$ cat config.mk
export PLATFORM = sky130hd
export DESIGN_NAME = uart_rx_dois_bytes
export DESIGN_NICKNAME = d
export VERILOG_FILES = /design/src/rtl/uart_rx_dois_bytes.sv
export SDC_FILE = /design/constraint.sdc
export NUM_CORES = 1
export LEC_CHECK = 0
export BUFFER_PORTS_ARGS = -buffer_cell sky130_fd_sc_hd__buf_2
export CORE_MARGIN = 4
export CORE_UTILIZATION = 56
export CTS_CLUSTER_DIAMETER = 120
export DETAILED_ROUTE_END_ITERATION = 6
export PLACE_DENSITY = 0.83
export SLEW_MARGIN = 5
export SYNTH_ARGS = -nofsm -noshare
export SYNTH_HDL_FRONTEND = slang
export SYNTH_SLANG_ARGS = --single-unit
$ cat constraint.sdc
create_clock -name clock -period 2.7 [get_ports clock]
set_input_delay 0.135 -clock clock [delete_from_list [all_inputs] [get_ports clock]]
set_output_delay 0.135 -clock clock [all_outputs]
set_load 0.005 [all_outputs]
$ cat src/rtl/uart_rx_dois_bytes.sv
// Two-byte 8N1 UART receiver: captures a command pair from the PC serial line
// and reports it with a one-cycle valid strobe, plus framing and inter-byte timeout pulses.
//
// state           | meaning
// ESPERA          | line idle, waiting for a start edge (runs inter-byte timeout after byte 1)
// VERIFICA_INICIO | confirming the start bit at its middle
// RECEBE_BITS     | sampling the 8 data bits at mid-bit, LSB first
// VERIFICA_FINAL  | sampling the stop bit; stores byte 1 or delivers the pair
// LIMPEZA         | waiting for the line to return high before rearming
module uart_rx_dois_bytes #(
  parameter int CLOKS_POR_BIT = 5209,
  parameter int TIMEOUT_BITS  = 20
) (
  input  logic       clock,
  input  logic       reset,
  input  logic       bitSerialRecebido,
  output logic [7:0] primeiroByteRecebido,
  output logic [7:0] segundoByteRecebido,
  output logic       dadosRecebidosValidos,
  output logic       indicaRecepcao,
  output logic       erroDeQuadro,
  output logic       erroTempoEsgotado
);

  localparam int TMO_CICLOS = TIMEOUT_BITS * CLOKS_POR_BIT;
  localparam int TMO_W      = $clog2(TMO_CICLOS + 1);

  localparam logic [12:0]      FIM_BIT  = 13'(CLOKS_POR_BIT - 1);
  localparam logic [12:0]      MEIO_BIT = 13'((CLOKS_POR_BIT - 1) / 2);
  localparam logic [TMO_W-1:0] FIM_TMO  = TMO_W'(TMO_CICLOS - 1);

  typedef enum logic [2:0] {
    ESPERA,
    VERIFICA_INICIO,
    RECEBE_BITS,
    VERIFICA_FINAL,
    LIMPEZA
  } estado_t;

  estado_t          estado;
  logic             rx_meta;
  logic             rxs;
  logic [12:0]      cnt;
  logic [TMO_W-1:0] tmo_cnt;
  logic [2:0]       bit_idx;
  logic             byte_idx;
  logic [7:0]       shift;
  logic [7:0]       buffer;

  always_ff @(posedge clock) begin
    if (reset) begin
      rx_meta               <= 1'b1;
      rxs                   <= 1'b1;
      estado                <= ESPERA;
      cnt                   <= '0;
      tmo_cnt               <= '0;
      bit_idx               <= '0;
      byte_idx              <= 1'b0;
      shift                 <= '0;
      buffer                <= '0;
      primeiroByteRecebido  <= '0;
      segundoByteRecebido   <= '0;
      dadosRecebidosValidos <= 1'b0;
      indicaRecepcao        <= 1'b0;
      erroDeQuadro          <= 1'b0;
      erroTempoEsgotado     <= 1'b0;
    end else begin
      rx_meta               <= bitSerialRecebido;
      rxs                   <= rx_meta;
      dadosRecebidosValidos <= 1'b0;
      erroDeQuadro          <= 1'b0;
      erroTempoEsgotado     <= 1'b0;

      case (estado)
        ESPERA: begin
          cnt <= '0;
          // A start edge takes priority over an expiring timeout.
          if (!rxs) begin
            estado <= VERIFICA_INICIO;
          end else if (byte_idx) begin
            if (tmo_cnt == FIM_TMO) begin
              erroTempoEsgotado <= 1'b1;
              byte_idx          <= 1'b0;
              tmo_cnt           <= '0;
            end else begin
              tmo_cnt <= tmo_cnt + 1'b1;
            end
          end
        end

        VERIFICA_INICIO: begin
          if (cnt == MEIO_BIT) begin
            cnt <= '0;
            if (!rxs) begin
              bit_idx        <= '0;
              indicaRecepcao <= 1'b1;
              estado         <= RECEBE_BITS;
            end else begin
              estado <= ESPERA;
            end
          end else begin
            cnt <= cnt + 13'd1;
          end
        end

        RECEBE_BITS: begin
          if (cnt == FIM_BIT) begin
            cnt            <= '0;
            shift[bit_idx] <= rxs;
            if (bit_idx == 3'd7) estado <= VERIFICA_FINAL;
            else                 bit_idx <= bit_idx + 3'd1;
          end else begin
            cnt <= cnt + 13'd1;
          end
        end

        VERIFICA_FINAL: begin
          if (cnt == FIM_BIT) begin
            cnt            <= '0;
            indicaRecepcao <= 1'b0;
            estado         <= LIMPEZA;
            if (!rxs) begin
              erroDeQuadro <= 1'b1;
              byte_idx     <= 1'b0;
            end else if (!byte_idx) begin
              buffer   <= shift;
              byte_idx <= 1'b1;
              tmo_cnt  <= '0;
            end else begin
              primeiroByteRecebido  <= buffer;
              segundoByteRecebido   <= shift;
              dadosRecebidosValidos <= 1'b1;
              byte_idx              <= 1'b0;
            end
          end else begin
            cnt <= cnt + 13'd1;
          end
        end

        LIMPEZA: begin
          // A held-low line (break) must not be mistaken for a new start bit.
          if (rxs) estado <= ESPERA;
        end

        default: estado <= ESPERA;
      endcase
    end
  end

endmodule
==> reports/qor.yml, run 1 <==
status:
  status: "completed"
power:
  p_leak_nw: 1.410
  ir_drop_v: 0.0004725
  seqPwrFrac_pct: 52.0
  finalPower_w: 0.002202
  p_comb_share_pct: 7.4
  p_clk_share_pct: 40.7
  swShare_pct: 25.42
  p_int_w: 0.001642
  power_switching_w: 0.0005597
  p_per_area_mw_per_mm2: 569.3
routing:
  ant_nets: 0
  viasPerCell: 6.148
  drt-total-wl_um: 7710
  drc: 0
  routedWlPerCell_um: 15.03
  drtPass1Iterations: 6
  drt_iter0_markers: 213
  num_vias: 3154
final_layout:
  diodes: 0
  final_common_cell: "dfxtp_1"
  final_cell_mix: "dfxtp_1, nand2_1, nor2_1"
  nNetsFinal: 441
  drive_above_1_share_pct: 12.79
  utilization_pct: 64.56
  syn_to_final_growth_pct: 10.20
  fin_area_mm2: 0.003867
global_route:
  grt_overflow: 0
  grt_use_total_pct: 22.11
  antenna_found_initial: 0
  grt_pass1_wl_um: 13430
  grt_pass1_vias: 2983
  grt_max_degree: 39
sta:
  fin_crit_sh_pct: 95.13
  finalCriticalPeriod_ps: 2569
  skew_ps: 11.18
  setup_tns_ps: 0
  worst_slew_pin_slew_ps: 737.0
  finalHoldViolations: 0
  slew_viol_final: 0
  maxSlewHeadroom_pct: 50.49
  rsz0062_at_grt: "no"
  setup_viol: 0
  setup_slack_ps: 131.4
  max_freq_mhz: 389.3
placed_design:
  dp_hpwl_um: 5191
  port_buffers: 22
  dp_slack_ps: 128.3
  gp_congestion: 0.8902
  place_area_mm2: 0.003649
critical_path:
  required_ps: 2920
  critPathLaunch: "cnt[0]$_SDFFE_PP0P_"
  r2r_cells: 7
  startpoint_type: "flop"
  r2r_start: "cnt[0]$_SDFFE_PP0P_"
  arrival_ps: 2790
  crit_path_max_fanout: 9
  path_class: "flop to flop"
  crit_path_end_kind: "flop"
floorplan:
  die_w_um: 87.17
  ios: 23
  fp.dieH_um: 87.17
  start_util_pct: 58.58
  rows: 28
  die_area_mm2: 0.007598
  coreArea_mm2: 0.005991
worst_hold_path:
  hold_path.class: "input port to flop"
  worstHoldStart: "reset"
  holdPathStages: 4
run:
  drv_cap: 0
logic_synthesis:
  avgSynthCellArea_um2: 8.356
  synth-edff-count: 0
  ys_seq_elements: 75
  ys.flop_type: "dfxtp_1"
  netlist_instances: 420
  synthArstFlopShare_pct: 0
  synth_seq_area_share_pct: 42.78
  ys_types: 53
  synth_area_mm2: 0.003510
  ys_warn_count: 0
  syn-num-nets: 428
cts:
  cts_buffers: 9
  cts_tree: "done"
  cts.clk_slew.worst_paths_ps: 80
  cts_setup_buffers: 0
  htreeDepth: 3
  cts_root_buf: "clkbuf_8"
  cts_max_path_buffers: 2
  cts.sinks: 75
  insertion_delay_ps: 350
logic make-up after synthesis:
family | after synthesis | synth area share (%)
simple gates | 199 | 29.98
mux | 16 | 4.563
fa+ha+maj | 5 | 1.783
flops | 75 | 42.78
buf+inv | 35 | 4.100
compound gates | 87 | 16.04
xor+xnor | 3 | 0.7488
cell usage after synthesis, drive strengths merged, types with 2 or more instances:
master,number,share of area (%)
a211oi,5,1.1
a21oi,35,5.0
a22o,3,0.75
a22oi,2,0.43
a311oi,4,1.0
a31oi,12,2.1
a32o,3,0.86
and2,2,0.36
and4,4,1.0
buf,6,1.0
clkbuf,22,2.4
dfxtp,75,43
ha,5,1.8
inv,7,0.75
mux2i,16,4.6
nand2,56,6.0
nand2b,5,0.89
nand3,15,2.1
nand3b,4,0.86
nand4,17,3.0
nand4bb,2,0.64
nor2,45,4.8
nor2b,4,0.71
nor3,15,2.1
nor4,8,2.7
o211ai,2,0.43
o21ai,11,1.9
or2,5,0.89
or3,4,0.71
or3b,2,0.57
or4,6,1.3
xor2,3,0.75
flip-flops by register name, indices dropped and copies added, names as in the netlist:
| register | flops |
|---|---|
| segundoByteRecebido | 8 |
| erroDeQuadro | 1 |
| byte_idx | 1 |
| estado | 3 |
| buffer | 8 |
| rx_meta | 1 |
| indicaRecepcao | 1 |
| dadosRecebidosValidos | 1 |
| shift | 8 |
| tmo_cnt | 17 |
| primeiroByteRecebido | 8 |
| erroTempoEsgotado | 1 |
| rxs | 1 |
| bit_idx | 3 |
| cnt | 13 |
path summary, 6_finish.rpt:
path	slack, ps	end
setup reg to reg	130	buffer[7]$_SDFFE_PP0P_
hold reg to reg	420	rxs$_SDFF_PP1_
setup / recovery	130	buffer[7]$_SDFFE_PP0P_
hold / removal	260	tmo_cnt[13]$_SDFFE_PP0P_
critical path: stages (launching register included):
cell and delay, ps:
dfxtp_1 340, inv_1 80, ha_1 140, or3b_4 410, or4_1 680, or2_2 510, mux2i_1 220, nor2_1 70
layout make-up:
| cell class | count | area (um2) |
|---|---|---|
| Sequential cell | 75 | 1501 |
| Tap cell | 75 | 93.84 |
| Clock inverter | 6 | 71.32 |
| Multi-Input combinational cell | 310 | 1864 |
| Fill cell | 482 | 2123 |
| Timing Repair Buffer | 30 | 172.7 |
| Inverter | 7 | 26.28 |
| Clock buffer | 10 | 137.6 |
through the flow:
stage	instances	hold WS (ps)
after global routing	513	303.7
after floorplan	420	238.8
after CTS	513	245.9
after global placement	496	327.5
final	513	257.6
after detailed placement	496	324.9
power by group through the flow:
stage          registers, W  clock network [W]  logic, W
2_1_floorplan       0.00116                  0  0.000132
5_1_grt             0.00115           0.000947  0.000186
3_5_place_dp        0.00117                  0  0.000160
3_3_place_gp        0.00117                  0  0.000153
6_report            0.00114           0.000895  0.000162
4_1_cts             0.00114           0.000912  0.000163
repair_timing:
action | 4_1_cts | 5_1_grt
hold endpoints to repair | 1 | 0
hold buffers | 1 | 0
resized for setup | 0 | 1
endpoints found under the setup margin | 0 | 3
routing by layer:
layer  GRT usage [%]  share of wire, %  routed length (um)
met1           27.74                43                3349
met2           36.44                50                3830
met3           4.447               5.3                 411
met4           10.32               1.5                 118
met5               0                 0                   0
(Power assumes the default switching activity.)
==> run 2: changes to the inputs <==
Settings changed: CELL_PAD_IN_SITES_DETAIL_PLACEMENT from default to 0, CELL_PAD_IN_SITES_GLOBAL_PLACEMENT from default to 1, CORE_UTILIZATION 56 to 45, PLACE_DENSITY 0.83 to 0.86.
==> run 2 against run 1 <==
Against the previous run: fmax rose by 0.93%; critical path depth did not move; sequential share of layout area shrank 0.53 points; via count shrank 1.8%; sequential cell count unchanged; power increased by 0.56%.
==> reports/qor.yml, run 2 (same netlist as run 1, synthesis figures left out) <==
floorplan:
  start_util_pct: 47.37
  fp.dieH_um: 96.31
  rows: 31
  die_area_mm2: 0.009276
  die_w_um: 96.31
  ios: 23
  coreArea_mm2: 0.007408
critical_path:
  required_ps: 2930
  crit_path_end_kind: "flop"
  arrival_ps: 2770
  crit_path_max_fanout: 9
  r2r_setup_slack_ps: 150
  setup.worst_path.end: "buffer[3]$_SDFFE_PP0P_"
  timing.rr.end: "buffer[3]$_SDFFE_PP0P_"
  r2r_start: "cnt[0]$_SDFFE_PP0P_"
  startpoint_type: "flop"
  r2r_cells: 7
  critPathLaunch: "cnt[0]$_SDFFE_PP0P_"
  path_class: "flop to flop"
sta:
  finalHoldViolations: 0
  max_freq_mhz: 392.9
  worst_slew_pin_slew_ps: 714.4
  setup_viol: 0
  slew_viol_final: 0
  finalCriticalPeriod_ps: 2545
  fin_crit_sh_pct: 94.26
  maxSlewHeadroom_pct: 52.00
  rsz0062_at_grt: "no"
  setup_tns_ps: 0
  skew_ps: 10.63
power:
  p_comb_share_pct: 7.4
  finalPower_w: 0.002214
  swShare_pct: 25.73
  p_clk_share_pct: 41.0
  ir_drop_v: 0.0002839
  p_int_w: 0.001645
  p_leak_nw: 1.430
  p_per_area_mw_per_mm2: 564.7
  seqPwrFrac_pct: 51.6
  power_switching_w: 0.0005696
cts:
  cts.sinks: 75
  cts_max_path_buffers: 2
  insertion_delay_ps: 360
  cts_tree: "done"
  cts_root_buf: "clkbuf_8"
  htreeDepth: 3
  cts.clk_slew.worst_paths_ps: 90
  cts_buffers: 9
routing:
  viasPerCell: 5.733
  drtPass1Iterations: 4
  drt_iter0_markers: 141
  ant_nets: 0
  routedWlPerCell_um: 14.19
  drc: 0
  drt-total-wl_um: 7665
  num_vias: 3096
global_route:
  grt_max_degree: 42
  grt_use_total_pct: 18.32
  grt_overflow: 0
  antenna_found_initial: 0
  grt_pass1_wl_um: 13280
  grt_pass1_vias: 2804
final_layout:
  fill_cells: 755
  reg.largest.list: "tmo_cnt: 17 flops, cnt: 13 flops"
  final_cell_mix: "dfxtp_1, nand2_1, nor2_1"
  nNetsFinal: 444
  syn_to_final_growth_pct: 11.73
  regMostFlops: "tmo_cnt"
  diodes: 0
  utilization_pct: 52.93
  drive_above_1_share_pct: 13.38
  fin_area_mm2: 0.003921
  largest_reg_flops: 17
  final_common_cell: "dfxtp_1"
status:
  status: "completed"
worst_hold_path:
  hold_path.class: "input port to flop"
placed_design:
  dp_hpwl_um: 5202
  place_area_mm2: 0.003701
  gp_congestion: 0.8515
  port_buffers: 22
run:
  drv_cap: 0
==> run 2: cell count changes in the layout (fill, tap and decap cells not counted), sizes merged <==
cell	before	now
clkinv	1	2
clkinvlp	2	1
buf	29	32
==> run 2: area by class of cell <==
class	count	area (um2)	share of cell area, %
tap	99	123.9	3.159
inverter	7	26.28	0.6701
clock buffer	10	137.6	3.510
multi-input combinational	310	1864	47.54
clock inverter	6	72.57	1.851
timing repair buffer	33	195.2	4.978
sequential	75	1501	38.29
==> run 2: power groups by stage <==
| stage | Combinational (W) | Clock [W] | Sequential (W) |
|---|---|---|---|
| finish | 0.000164 | 0.000908 | 0.00114 |
| global route | 0.000183 | 0.000984 | 0.00115 |
| CTS | 0.000165 | 0.000931 | 0.00114 |
| detailed placement | 0.000163 | 0 | 0.00117 |
| global placement | 0.000162 | 0 | 0.00117 |
| floorplan | 0.000132 | 0 | 0.00116 |
==> run 2: timing repair <==
item	CTS	global route
endpoints found under the hold margin	1	0
endpoints found under the setup margin	0	3
setup buffers	0	0
hold buffers	1	0
gates resized for setup	0	1
==> run 2: worst max-delay path, stage by stage (launching register included) <==
cell and delay (ps):
dfxtp_1 350, inv_1 90, ha_1 140, or3b_4 410
or4_1 670, or2_2 510, mux2i_1 200, nor2_1 60
==> run 2: metal layers <==
metal	global-route usage, %	wire length [um]
met4	7.710	152
met2	27.60	3408
met3	3.987	391
met1	25.22	3713
met5	0	0
==> run 2: how the worst min path moves through the flow <==
stage / start / to / slack (ps) / depth (start not counted)
3_5_place_dp: bitSerialRecebido / rx_meta$_SDFF_PP1_ / 330 / 2
3_3_place_gp: bitSerialRecebido / rx_meta$_SDFF_PP1_ / 330 / 2
2_1_floorplan: bitSerialRecebido / rx_meta$_SDFF_PP1_ / 240 / 1
4_1_cts: reset / tmo_cnt[13]$_SDFFE_PP0P_ / 230 / 4
5_1_grt: reset / tmo_cnt[13]$_SDFFE_PP0P_ / 250 / 4
6_report: reset / tmo_cnt[13]$_SDFFE_PP0P_ / 220 / 4
==> run 2: metrics by stage <==
step / instances / hold slack [ps] / setup WS (ps)
2_1_floorplan: 420 / 238.8 / 474.5
3_3_place_gp: 523 / 327.8 / 198.5
3_5_place_dp: 523 / 328.7 / 106.6
4_1_cts: 540 / 229.4 / 97.40
5_1_grt: 540 / 251.9 / 32.88
6_report: 540 / 216.2 / 155.0
==> run 3: changes to the inputs <==
Settings changed: ABC_AREA from default to 1, CORE_UTILIZATION 45 to 43, PLACE_DENSITY 0.86 to 0.87.
==> run 3 against run 2 <==
Against the previous run: first-iteration DRC count grew 47%; global-route usage shrank 0.50 points; clock power shrank 2%; sequential cell count is the same; core utilization shrank 4.2 points; critical path depth grew 2; non-clock buffer count shrank 6; register-to-register slack gained 500 ps; area after synthesis grew 13%; largest power group unchanged.
==> reports/qor.yml, run 3 <==
sta:
  skew_ps: 5.958
  setup_viol: 0
  fin_crit_sh_pct: 75.61
  finalHoldViolations: 0
  maxSlewHeadroom_pct: 68.56
  setup_tns_ps: 0
  worst_slew_pin_slew_ps: 470.7
  finalCriticalPeriod_ps: 2042
  rsz0062_at_grt: "no"
  max_freq_mhz: 489.8
  slew_viol_final: 0
  hold_slack_ps: 245.0
final_layout:
  fin_cells: 738
  drive_above_1_share_pct: 11.11
  reg.largest.list: "tmo_cnt: 17 flops, cnt: 13 flops"
  largest_reg_flops: 17
  nNetsFinal: 633
  regMostFlops: "tmo_cnt"
  final_common_cell: "nand2_1"
  diodes: 0
  final_cell_mix: "nand2_1, nor2_1, inv_1"
  syn_to_final_growth_pct: 9.120
floorplan:
  ios: 23
  rows: 34
  fp.dieH_um: 103.9
  die_w_um: 103.9
  die_area_mm2: 0.01079
  coreArea_mm2: 0.008848
  start_util_pct: 44.65
status:
  status: "completed"
logic_synthesis:
  synth.largest_area_cell: "dfxtp_1"
  synth-simple-area-share_pct: 40.60
  ys.flop_type: "dfxtp_1"
  synthArstFlopShare_pct: 0
  synth_top_area_share_pct: 38.00
  synthXorXnorAreaFrac_pct: 1.330
  synth-compound-area-share_pct: 7.346
  synthAdderAreaFrac_pct: 1.583
  ys_warn_count: 0
  synth_most_common_cell: "nand2_1"
  synth-edff-count: 0
  avgSynthCellArea_um2: 6.542
  synth_area_mm2: 0.003951
  netlist_instances: 604
  syn-num-nets: 612
  synth_common_cells: "nand2_1, nor2_1, inv_1"
  synth_top_family_by_area: "simple AND/OR/NAND/NOR gates"
  ys_seq_elements: 75
  synthMuxAreaShare_pct: 0
  synth.area.top_cells: "dfxtp_1, nand2_1, nor2_1"
  synth_seq_area_share_pct: 38.00
  ys_types: 37
power:
  p_comb_share_pct: 14.8
  power_switching_w: 0.0007512
  p_clk_share_pct: 36.5
  ir_drop_v: 0.0003189
  swShare_pct: 30.81
  p_int_w: 0.001687
  p_per_area_mw_per_mm2: 565.4
  seqPwrFrac_pct: 48.7
  p_leak_nw: 1.999
  finalPower_w: 0.002438
critical_path:
  crit_path_max_fanout: 33
  path_buf_inv: 2
  crit_path_end_kind: "flop"
  path_common_cell: "nor2_1"
  arrival_ps: 2290
  crit_chain: "inv_1 -> ha_1 -> nand2_2 -> nor2_4 -> nand3_2 -> inv_2 -> nand4_4 -> nor2_1 -> nor2_1"
  required_ps: 2940
  cp_slowest_cell: "nand4_4"
  path_class: "flop to flop"
  startpoint_type: "flop"
  path_delay_family: "simple AND/OR/NAND/NOR gates"
  cpPeakStageDelay_ps: 370
routing:
  drtPass1Iterations: 4
  num_vias: 3623
  drc: 0
  drt_iter0_markers: 207
  viasPerCell: 4.909
  routedWlPerCell_um: 12.32
  drt-total-wl_um: 9095
  ant_nets: 0
cts:
  cts_buffers: 9
  cts_root_buf: "clkbuf_8"
  cts.sinks: 75
  htreeDepth: 3
  cts.clk_slew.worst_paths_ps: 80
  cts_resized: 0
  cts_tree: "done"
  cts_max_path_buffers: 2
  insertion_delay_ps: 350
run:
  drv_cap: 0
global_route:
  antenna_found_initial: 0
  grt_max_degree: 39
  grt_overflow: 0
  grt_pass1_wl_um: 16100
  grt_pass1_vias: 3461
  grt_use_total_pct: 17.82
placed_design:
  port_buffers: 22
  gp_congestion: 0.8893
  dp.cells: 721
  dp_hpwl_um: 6621
worst_hold_path:
  hold_path.class: "input port to flop"
==> run 3: changes by cell type in the layout (fill, tap and decap cells not counted), moves of 10 or more <==
cell     change
nand2_1    +101
nor2_1      +78
inv_1       +70
mux2i_1     -16
nand3_1     +14
a31oi_1     -11
a21oi_1     -10
==> run 3: what timing repair did <==
action | 4_1_cts | 5_1_grt
setup buffers | 0 | 0
endpoints found under the hold margin | 1 | 0
hold buffers | 1 | 0
==> run 3: worst min-delay path: cells and delay by family <==
kind          cells  cell delay [ps]
buf+inv           2              280
simple gates      2              150
==> run 3: cells by family after synthesis <==
family / after synthesis
simple gates: 363
buf+inv: 101
flops: 75
fa+ha+maj: 5
xor+xnor: 6
compound gates: 54
==> run 3: power by group through the flow <==
stage	Clock [W]	Combinational [W]	Sequential (W)
after CTS	0.000916	0.000359	0.00119
after global routing	0.000962	0.000417	0.00119
after floorplan	0	0.000283	0.00120
final	0.000890	0.000360	0.00119
after detailed placement	0	0.000357	0.00121
after global placement	0	0.000356	0.00121
==> run 3: metrics by stage <==
stage / util, % / instance area (um2) / setup slack (ps)
after detailed placement: 46.35 / 4101 / 665.8
final: 48.73 / 4312 / 658.5
after CTS: 48.73 / 4312 / 624.5
after global routing: 48.73 / 4312 / 412.7
after global placement: 46.35 / 4101 / 673.9
after floorplan: - / 3951 / 1174
==> run 3: worst paths after layout <==
path | slack [ps] | endpoint | cells after the start | startpoint
max | 660 | primeiroByteRecebido[3]$_SDFFE_PP0P_ | 9 | cnt[0]$_SDFFE_PP0P_
min | 240 | tmo_cnt[12]$_SDFFE_PP0P_ | 4 | reset
max reg2reg | 660 | primeiroByteRecebido[3]$_SDFFE_PP0P_ | 9 | cnt[0]$_SDFFE_PP0P_
min reg2reg | 410 | rxs$_SDFF_PP1_ | 1 | rx_meta$_SDFF_PP1_
==> run 3: area by class of cell <==
cell class / count / area, um2
Fill cell: 910 / 4537
Multi-Input combinational cell: 428 / 2009
Sequential cell: 75 / 1501
Inverter: 84 / 315.3
Timing Repair Buffer: 27 / 150.1
Tap cell: 108 / 135.1
Clock buffer: 10 / 127.6
Clock inverter: 6 / 72.57
==> run 3: layer usage <==
layer	part of all wire, %	track usage [%]
met3	3.0	3.911
met1	51	23.57
met5	0	0
met2	46	29.43
met4	0.67	4.748
